**config.mk**
```make
export PLATFORM = sky130hd
export DESIGN_NAME = staged_magnitude_comparator
export DESIGN_NICKNAME = d
export VERILOG_FILES = /design/src/rtl/staged_magnitude_comparator.sv
export SDC_FILE = /design/constraint.sdc
export NUM_CORES = 1
export LEC_CHECK = 0
export CORE_MARGIN = 3
export CORE_UTILIZATION = 49
export DETAILED_ROUTE_END_ITERATION = 10
export DONT_BUFFER_PORTS = 1
export PLACE_DENSITY = 0.72
export SETUP_SLACK_MARGIN = 0.05
export SLEW_MARGIN = 0
export SYNTH_ARGS = -nofsm -noshare
export SYNTH_HDL_FRONTEND = slang
export SYNTH_SLANG_ARGS = --single-unit
```
**constraint.sdc**
```tcl
create_clock -name clk -period 2.2 [get_ports clk]
set_input_delay 0.22 -clock clk [delete_from_list [all_inputs] [get_ports clk]]
set_output_delay 0.22 -clock clk [all_outputs]
set_load 0.005 [all_outputs]
```
**src/rtl/staged_magnitude_comparator.sv**
```systemverilog
// Multi-cycle magnitude comparator: one DIGIT-bit slice per clock, MSB slice first.
// Build option: define STAGED_COMPARE_EARLY_EXIT_EN to stop on the first unequal slice.
`timescale 1ns/1ps

module staged_magnitude_comparator #(
    parameter int WIDTH = 16,
    parameter int DIGIT = 2
) (
    input  logic             clk,
    input  logic             reset,
    input  logic             start,
    input  logic             signed_mode,
    input  logic [WIDTH-1:0] a,
    input  logic [WIDTH-1:0] b,
    output logic             ready,
    output logic             busy,
    output logic             done,
    output logic             gt,
    output logic             lt,
    output logic             eq
);

    localparam int NUM_DIGITS = WIDTH / DIGIT;
    localparam int IDX_W      = (NUM_DIGITS > 1) ? $clog2(NUM_DIGITS) : 1;
    localparam logic [IDX_W-1:0] TOP_IDX = IDX_W'(NUM_DIGITS - 1);

    typedef enum logic {
        IDLE,
        COMPARE
    } state_t;

    state_t             state_q, state_d;
    logic [WIDTH-1:0]   a_q, a_d;
    logic [WIDTH-1:0]   b_q, b_d;
    logic               signed_q, signed_d;
    logic [IDX_W-1:0]   index_q, index_d;
    logic               decided_q, decided_d;
    logic               gt_q, gt_d;
    logic               lt_q, lt_d;
    logic               eq_q, eq_d;
    logic               done_q, done_d;

    logic [DIGIT-1:0]   slice_a;
    logic [DIGIT-1:0]   slice_b;
    logic               sign_split;
    logic               slice_gt;
    logic               slice_lt;
    logic               slice_differs;
    logic               exit_now;

    always_comb begin
        slice_a = a_q[int'(index_q)*DIGIT +: DIGIT];
        slice_b = b_q[int'(index_q)*DIGIT +: DIGIT];

        // Differing sign bits on the MSB slice settle a signed compare outright.
        sign_split = signed_q && (index_q == TOP_IDX) && (a_q[WIDTH-1] != b_q[WIDTH-1]);
        if (sign_split) begin
            slice_gt = ~a_q[WIDTH-1];
            slice_lt = a_q[WIDTH-1];
        end else begin
            slice_gt = slice_a > slice_b;
            slice_lt = slice_a < slice_b;
        end
        slice_differs = slice_gt | slice_lt;

`ifdef STAGED_COMPARE_EARLY_EXIT_EN
        exit_now = (index_q == '0) || slice_differs;
`else
        exit_now = (index_q == '0);
`endif
    end

    always_comb begin
        state_d   = state_q;
        a_d       = a_q;
        b_d       = b_q;
        signed_d  = signed_q;
        index_d   = index_q;
        decided_d = decided_q;
        gt_d      = gt_q;
        lt_d      = lt_q;
        eq_d      = eq_q;
        done_d    = 1'b0;

        case (state_q)
            IDLE: begin
                if (start) begin
                    a_d       = a;
                    b_d       = b;
                    signed_d  = signed_mode;
                    index_d   = TOP_IDX;
                    decided_d = 1'b0;
                    gt_d      = 1'b0;
                    lt_d      = 1'b0;
                    eq_d      = 1'b0;
                    state_d   = COMPARE;
                end
            end
            COMPARE: begin
                // Only the first unequal slice may set the verdict.
                if (!decided_q && slice_differs) begin
                    gt_d      = slice_gt;
                    lt_d      = slice_lt;
                    decided_d = 1'b1;
                end
                if (exit_now) begin
                    state_d = IDLE;
                    done_d  = 1'b1;
                    if (!decided_q && !slice_differs) begin
                        eq_d = 1'b1;
                    end
                end else begin
                    index_d = index_q - IDX_W'(1);
                end
            end
            default: state_d = IDLE;
        endcase
    end

    always_ff @(posedge clk) begin
        if (reset) begin
            state_q   <= IDLE;
            a_q       <= '0;
            b_q       <= '0;
            signed_q  <= 1'b0;
            index_q   <= '0;
            decided_q <= 1'b0;
            gt_q      <= 1'b0;
            lt_q      <= 1'b0;
            eq_q      <= 1'b0;
            done_q    <= 1'b0;
        end else begin
            state_q   <= state_d;
            a_q       <= a_d;
            b_q       <= b_d;
            signed_q  <= signed_d;
            index_q   <= index_d;
            decided_q <= decided_d;
            gt_q      <= gt_d;
            lt_q      <= lt_d;
            eq_q      <= eq_d;
            done_q    <= done_d;
        end
    end

    assign ready = (state_q == IDLE);
    assign busy  = (state_q == COMPARE);
    assign done  = done_q;
    assign gt    = gt_q;
    assign lt    = lt_q;
    assign eq    = eq_q;

endmodule

```
---- Word level (Yosys, flattened, before mapping) ----
Index checks and enable logic that the tools add are counted.
word-level totals
  register bits ........................... 42
  output and inout bits ................... 6
operators by class
  equal/unequal tests ..................... 7
  add/subtract/negate cells ............... 1
  reductions and logical operators ........ 12
  bitwise gates (word level) .............. 3
  magnitude comparators ................... 2
  shift-type cells ........................ 2
  multiplexer cells ....................... 19
operators by type and width
  cell                                              count
  variable part select 16 x 5 -> 2 bit              2
  2-to-1 mux 1 bit                                  11
  case mux 1 bit (2 select lines)                   5
  2-to-1 mux 3 bit                                  2
  != test 2 x 1 -> 1 bit, second input constant     3
  case mux 3 bit (2 select lines)                   1
  AND reduction 2 bit                               3
  logical AND 1 bit                                 4
  != test 2 bit, second input constant              2
  == test 3 bit, second input constant              1
  zero test 3 bit                                   1
  AND reduction 3 bit                               1
  subtractor 3 x 1 -> 3 bit, second input constant  1
  > comparator 2 bit                                1
  zero test 1 bit                                   2
  less-than comparator 2 bit                        1
  NOT 1 bit                                         2
  OR reduction 2 bit                                1
  != test 1 bit                                     1
  OR 1 bit                                          1

---- Logic depth before layout (Yosys ltp) ----
  word-level depth ........................ 10
  depth in mapped cells ................... 8

---- Worst setup path after synthesis ----
No wires, ideal clock.
  path type ............................... register to register
  start ................................... register index_q[0]
  end ..................................... register gt_q, in the netlist gt
  path buffers ............................ 1
  path slack .............................. -0.137 ns
  stages on the path, launching flop included .. 9
  library setup time ...................... 0.117 ns
  arrival time ............................ 2.219 ns
  path through ............................ dfxtp_1 > buf_6 > mux4_1 > mux2_2 > ha_1 > nor2b_1 > o211ai_1 > nand2b_1 > a32o_1
between the ends
  longest elaborated chain between the ends .. 8
  elaborated cells between the ends (all ways) .. 15
ends and longest elaborated chain
  element                                                                     RTL line  source
  start: declaration                                                          36        logic [IDX_W-1:0] index_q, index_d;
  start signal: assignment                                                    137       index_q <= index_d;
  parallel branches: the longest is 8 deep, another holds > comparator 2 bit  --
  end signal: assignment                                                      139       gt_q <= gt_d;
  end: declaration                                                            38        logic gt_q, gt_d;
Parallel ways; which one is timed is not known. The select of a mux whose other input is x is not followed.
A chain may end at the register's enable or synchronous reset.

---- Worst setup path after layout ----
  start ................................... register index_q[0]
  end ..................................... register lt_q, in the netlist lt
between the ends
  longest elaborated chain between the ends .. 8
  elaborated cells between the ends (all ways) .. 15
ends and longest elaborated chain
  element                                                                     RTL line  source
  parallel branches: the longest is 8 deep, another holds > comparator 2 bit  --
  end signal: assignment                                                      140       lt_q <= lt_d;
  end: declaration                                                            39        logic lt_q, lt_d;
Parallel ways; which one is timed is not known. The select of a mux whose other input is x is not followed.

==> metrics.yaml <==
cellPowerDensity_nw_per_um2: 849
p_clk_frac: 0.320
synthMostInstantiatedCell: "nand2_1"
htreeDepth: 2
vias: 1439
path_class: "reg -> reg"
seqPwrFrac: 0.471
arrival_ns: 2.43
io_pins: 42
synth_top_area_frac: 0.442
antenna_found_initial: 0
wl_per_cell_um: 14.7
cts_tree: "yes"
grt_setup_unrepaired: "yes"
globalplace.congestion: 0.822
slowest_stage: "mux4_2"
max_freq_ghz: 0.445
ant_nets: 0
grt_overflow: 0
totalWireLength_um: 3930
muxShareOfSynthArea: 0.138
ys_types: 28
path_delay_family: "multiplexers"
fin_crit_sh: 1.02
outcome: "finished with violations"
worstRegToRegCells: 8
period_minus_slack_ns: 2.25
synth-xor-area-share: 0.00461
max_cap_viol_count: 0
synthArstFlopShare: 0
path_max_fanout: 8
synth-warning-count: 0
synth_compound_area_frac: 0.150
switching_share: 0.263
worstSetupStartpointType: "register"
slowest_delay_ns: 0.49
slew_headroom: 0.738
diodes: 0
fin_worst_skew_ns: 0.00598
final_max_slew_viol_count: 0
reg2reg_setup_slack_ns: -0.05
yosys.area.top_type: "dfxtp_1"
r2r-end: "lt$_SDFFE_PP0P_"
dp.cells: 258
pre_cts_slack_ns: -0.0509
rows: 22
ys_top_cells_by_count: "nand2_1 (69), dfxtp_1 (42), a21oi_1 (36)"
yosys-top-cells-area: "dfxtp_1 (44%), nand2_1 (14%), mux4_1 (11%)"
crit_path_end_kind: "register"
viasPerCell: 5.39
synthAdderAreaFrac: 0.0329
grt_pass1_vias: 1393
hold_violations: 0
pwr-share-comb: 0.209
start_util: 0.515
hold-path-endpoint: "a_q[7]$_SDFFE_PP0P_"
violations: "setup timing"
p_int_mw: 1.36
drive_gt1_frac: 0.164
port_buffers: 0
final_area_um2: 2180
postPlaceCellArea_um2: 2010
grt_first_pass_wirelength_um: 6450
p_leak_nw: 0.817
area_growth_pct: 14.5
grtUsageTotal: 0.187
dp_hpwl_um: 2830
cts.reportedPaths.clkPinSlew_ns: 0.08
die-width_um: 68.3
timing.critical_path.cells: "buf_12, mux4_2, mux2_4, ha_4, nor2b_4, o21a_1, o32ai_1, a22o_1"
cts_setup_buffers: 0
drt_first_pass_iters: 4
clock_latency_ns: 0.29
cp_num_buf_inv: 1
hold_start: "a[7]"
finalNonFillerCells: 267
cts_root_buf: "clkbuf_8"
drcViolationCount: 0
fin_ws_ns: -0.0459
max-vdd-ir-drop_mv: 0.501
worst_slew_pin_slew_ns: 0.393
p_total_mw: 1.85
netlist_area_um2: 1900
synthesis.nets: 256
min_path_cells: 2
rr_startpoint: "index_q[0]$_SDFFE_PP0P_"
synth-edff-count: 0
synthCells: 215
hold_path.class: "in -> reg"
synth_seq_cells: 42
die_y_um: 68.3
cts_buffers: 5
synth_top_family_by_area: "simple AND/OR/NAND/NOR gates"
clockBufferDepth: 2
drtIter0Drc: 103
p_sw_mw: 0.486
timing.hold.ws_ns: 0.0556
crit_required_ns: 2.38
setup_viol: 3
synth-simple-area-share: 0.182
grt_max_degree: 41
die_area_um2: 4660
placeableCoreArea_um2: 3690
ys.flop_type: "dfxtp_1"
syn_area_per_cell_um2: 8.84
cts.sinks: 42
fin_nets: 259
yosysSeqAreaShare: 0.442
## through the flow
stage,util,setup TNS (ns)
after global routing,0.590,-0.421
after CTS,0.588,-0.126
after global placement,0.545,-0.0201
final,0.590,-0.106
after floorplan,-,0
after detailed placement,0.545,-0.135
## timing repair
item                       4_1_cts  5_1_grt
hold endpoints to repair        40        0
pin swaps                        6        6
hold buffers                     1        0
gates cloned                     0        0
gates resized for setup          5        5
setup endpoints to repair        3        4
## worst max-delay path by stage
stage                                  from              end  slack, ns  cells past startpoint
floorplan           index_q[0]$_SDFFE_PP0P_  gt$_SDFFE_PP0P_       0.02                      8
global placement    index_q[0]$_SDFFE_PP0P_  lt$_SDFFE_PP0P_      -0.02                      7
detailed placement  index_q[0]$_SDFFE_PP0P_  gt$_SDFFE_PP0P_      -0.05                      8
CTS                 index_q[0]$_SDFFE_PP0P_  gt$_SDFFE_PP0P_      -0.06                      8
global route        index_q[0]$_SDFFE_PP0P_  gt$_SDFFE_PP0P_      -0.16                      8
finish              index_q[0]$_SDFFE_PP0P_  lt$_SDFFE_PP0P_      -0.05                      8
## power by group through the flow
stage / Combinational, mW / Sequential [mW] / Clock, mW
global placement: 0.333 / 0.884 / 0
floorplan: 0.298 / 0.860 / 0
CTS: 0.384 / 0.870 / 0.602
detailed placement: 0.344 / 0.886 / 0
finish: 0.386 / 0.870 / 0.591
global route: 0.436 / 0.880 / 0.631
## layout by cell type, fill, tap and decap left out, types with 2 or more instances in the layout
cell type,Yosys,layout
mux4_1,8,3
buf_4,0,9
mux2i_1,3,2
nand2_1,69,69
mux2_4,0,2
ha_1,5,3
o21a_1,2,2
a21oi_1,36,35
o21ai_1,0,3
clkbuf_1,7,2
inv_1,4,4
clkbuf_8,0,5
nand2b_1,3,2
dfxtp_1,42,40
mux4_2,0,5
ha_4,0,2
nor3_1,2,2
a311oi_1,3,2
buf_12,0,2
nor2_1,4,4
## registers in the layout, summed over array words and instances, names as in the netlist
register	flops
a_q	16
b_q	16
index_q	3
busy	1
decided_q	1
done	1
eq	1
gt	1
lt	1
signed_q	1
## kinds of logic (layout without fill, tap and decap cells)
logic type / after synthesis / count (layout)
multiplexers: 13 / 13
adder cells (fa/ha/maj): 5 / 5
AO/OA/AOI/OAI: 50 / 50
flip-flops: 42 / 42
XOR/XNOR: 1 / 1
AND/OR/NAND/NOR: 85 / 85
buffers and inverters: 19 / 23
## area by class of cell
| class | instances | area, um2 |
|---|---|---|
| well taps | 48 | 60.1 |
| flip-flops and latches | 42 | 846 |
| clock inverters | 1 | 30.0 |
| clock buffers | 7 | 76.3 |
| repair buffers | 11 | 108 |
| inverters | 4 | 15.0 |
| fillers | 343 | 1510 |
| multi-input cells | 154 | 1040 |
## metal layers
| layer | global-route usage | part of all wire |
|---|---|---|
| met4 | 0.0868 | 0.016 |
| met2 | 0.292 | 0.47 |
| met3 | 0.0460 | 0.067 |
| met5 | 0 | 0 |
| met1 | 0.243 | 0.45 |
(Power assumes the default switching activity.)
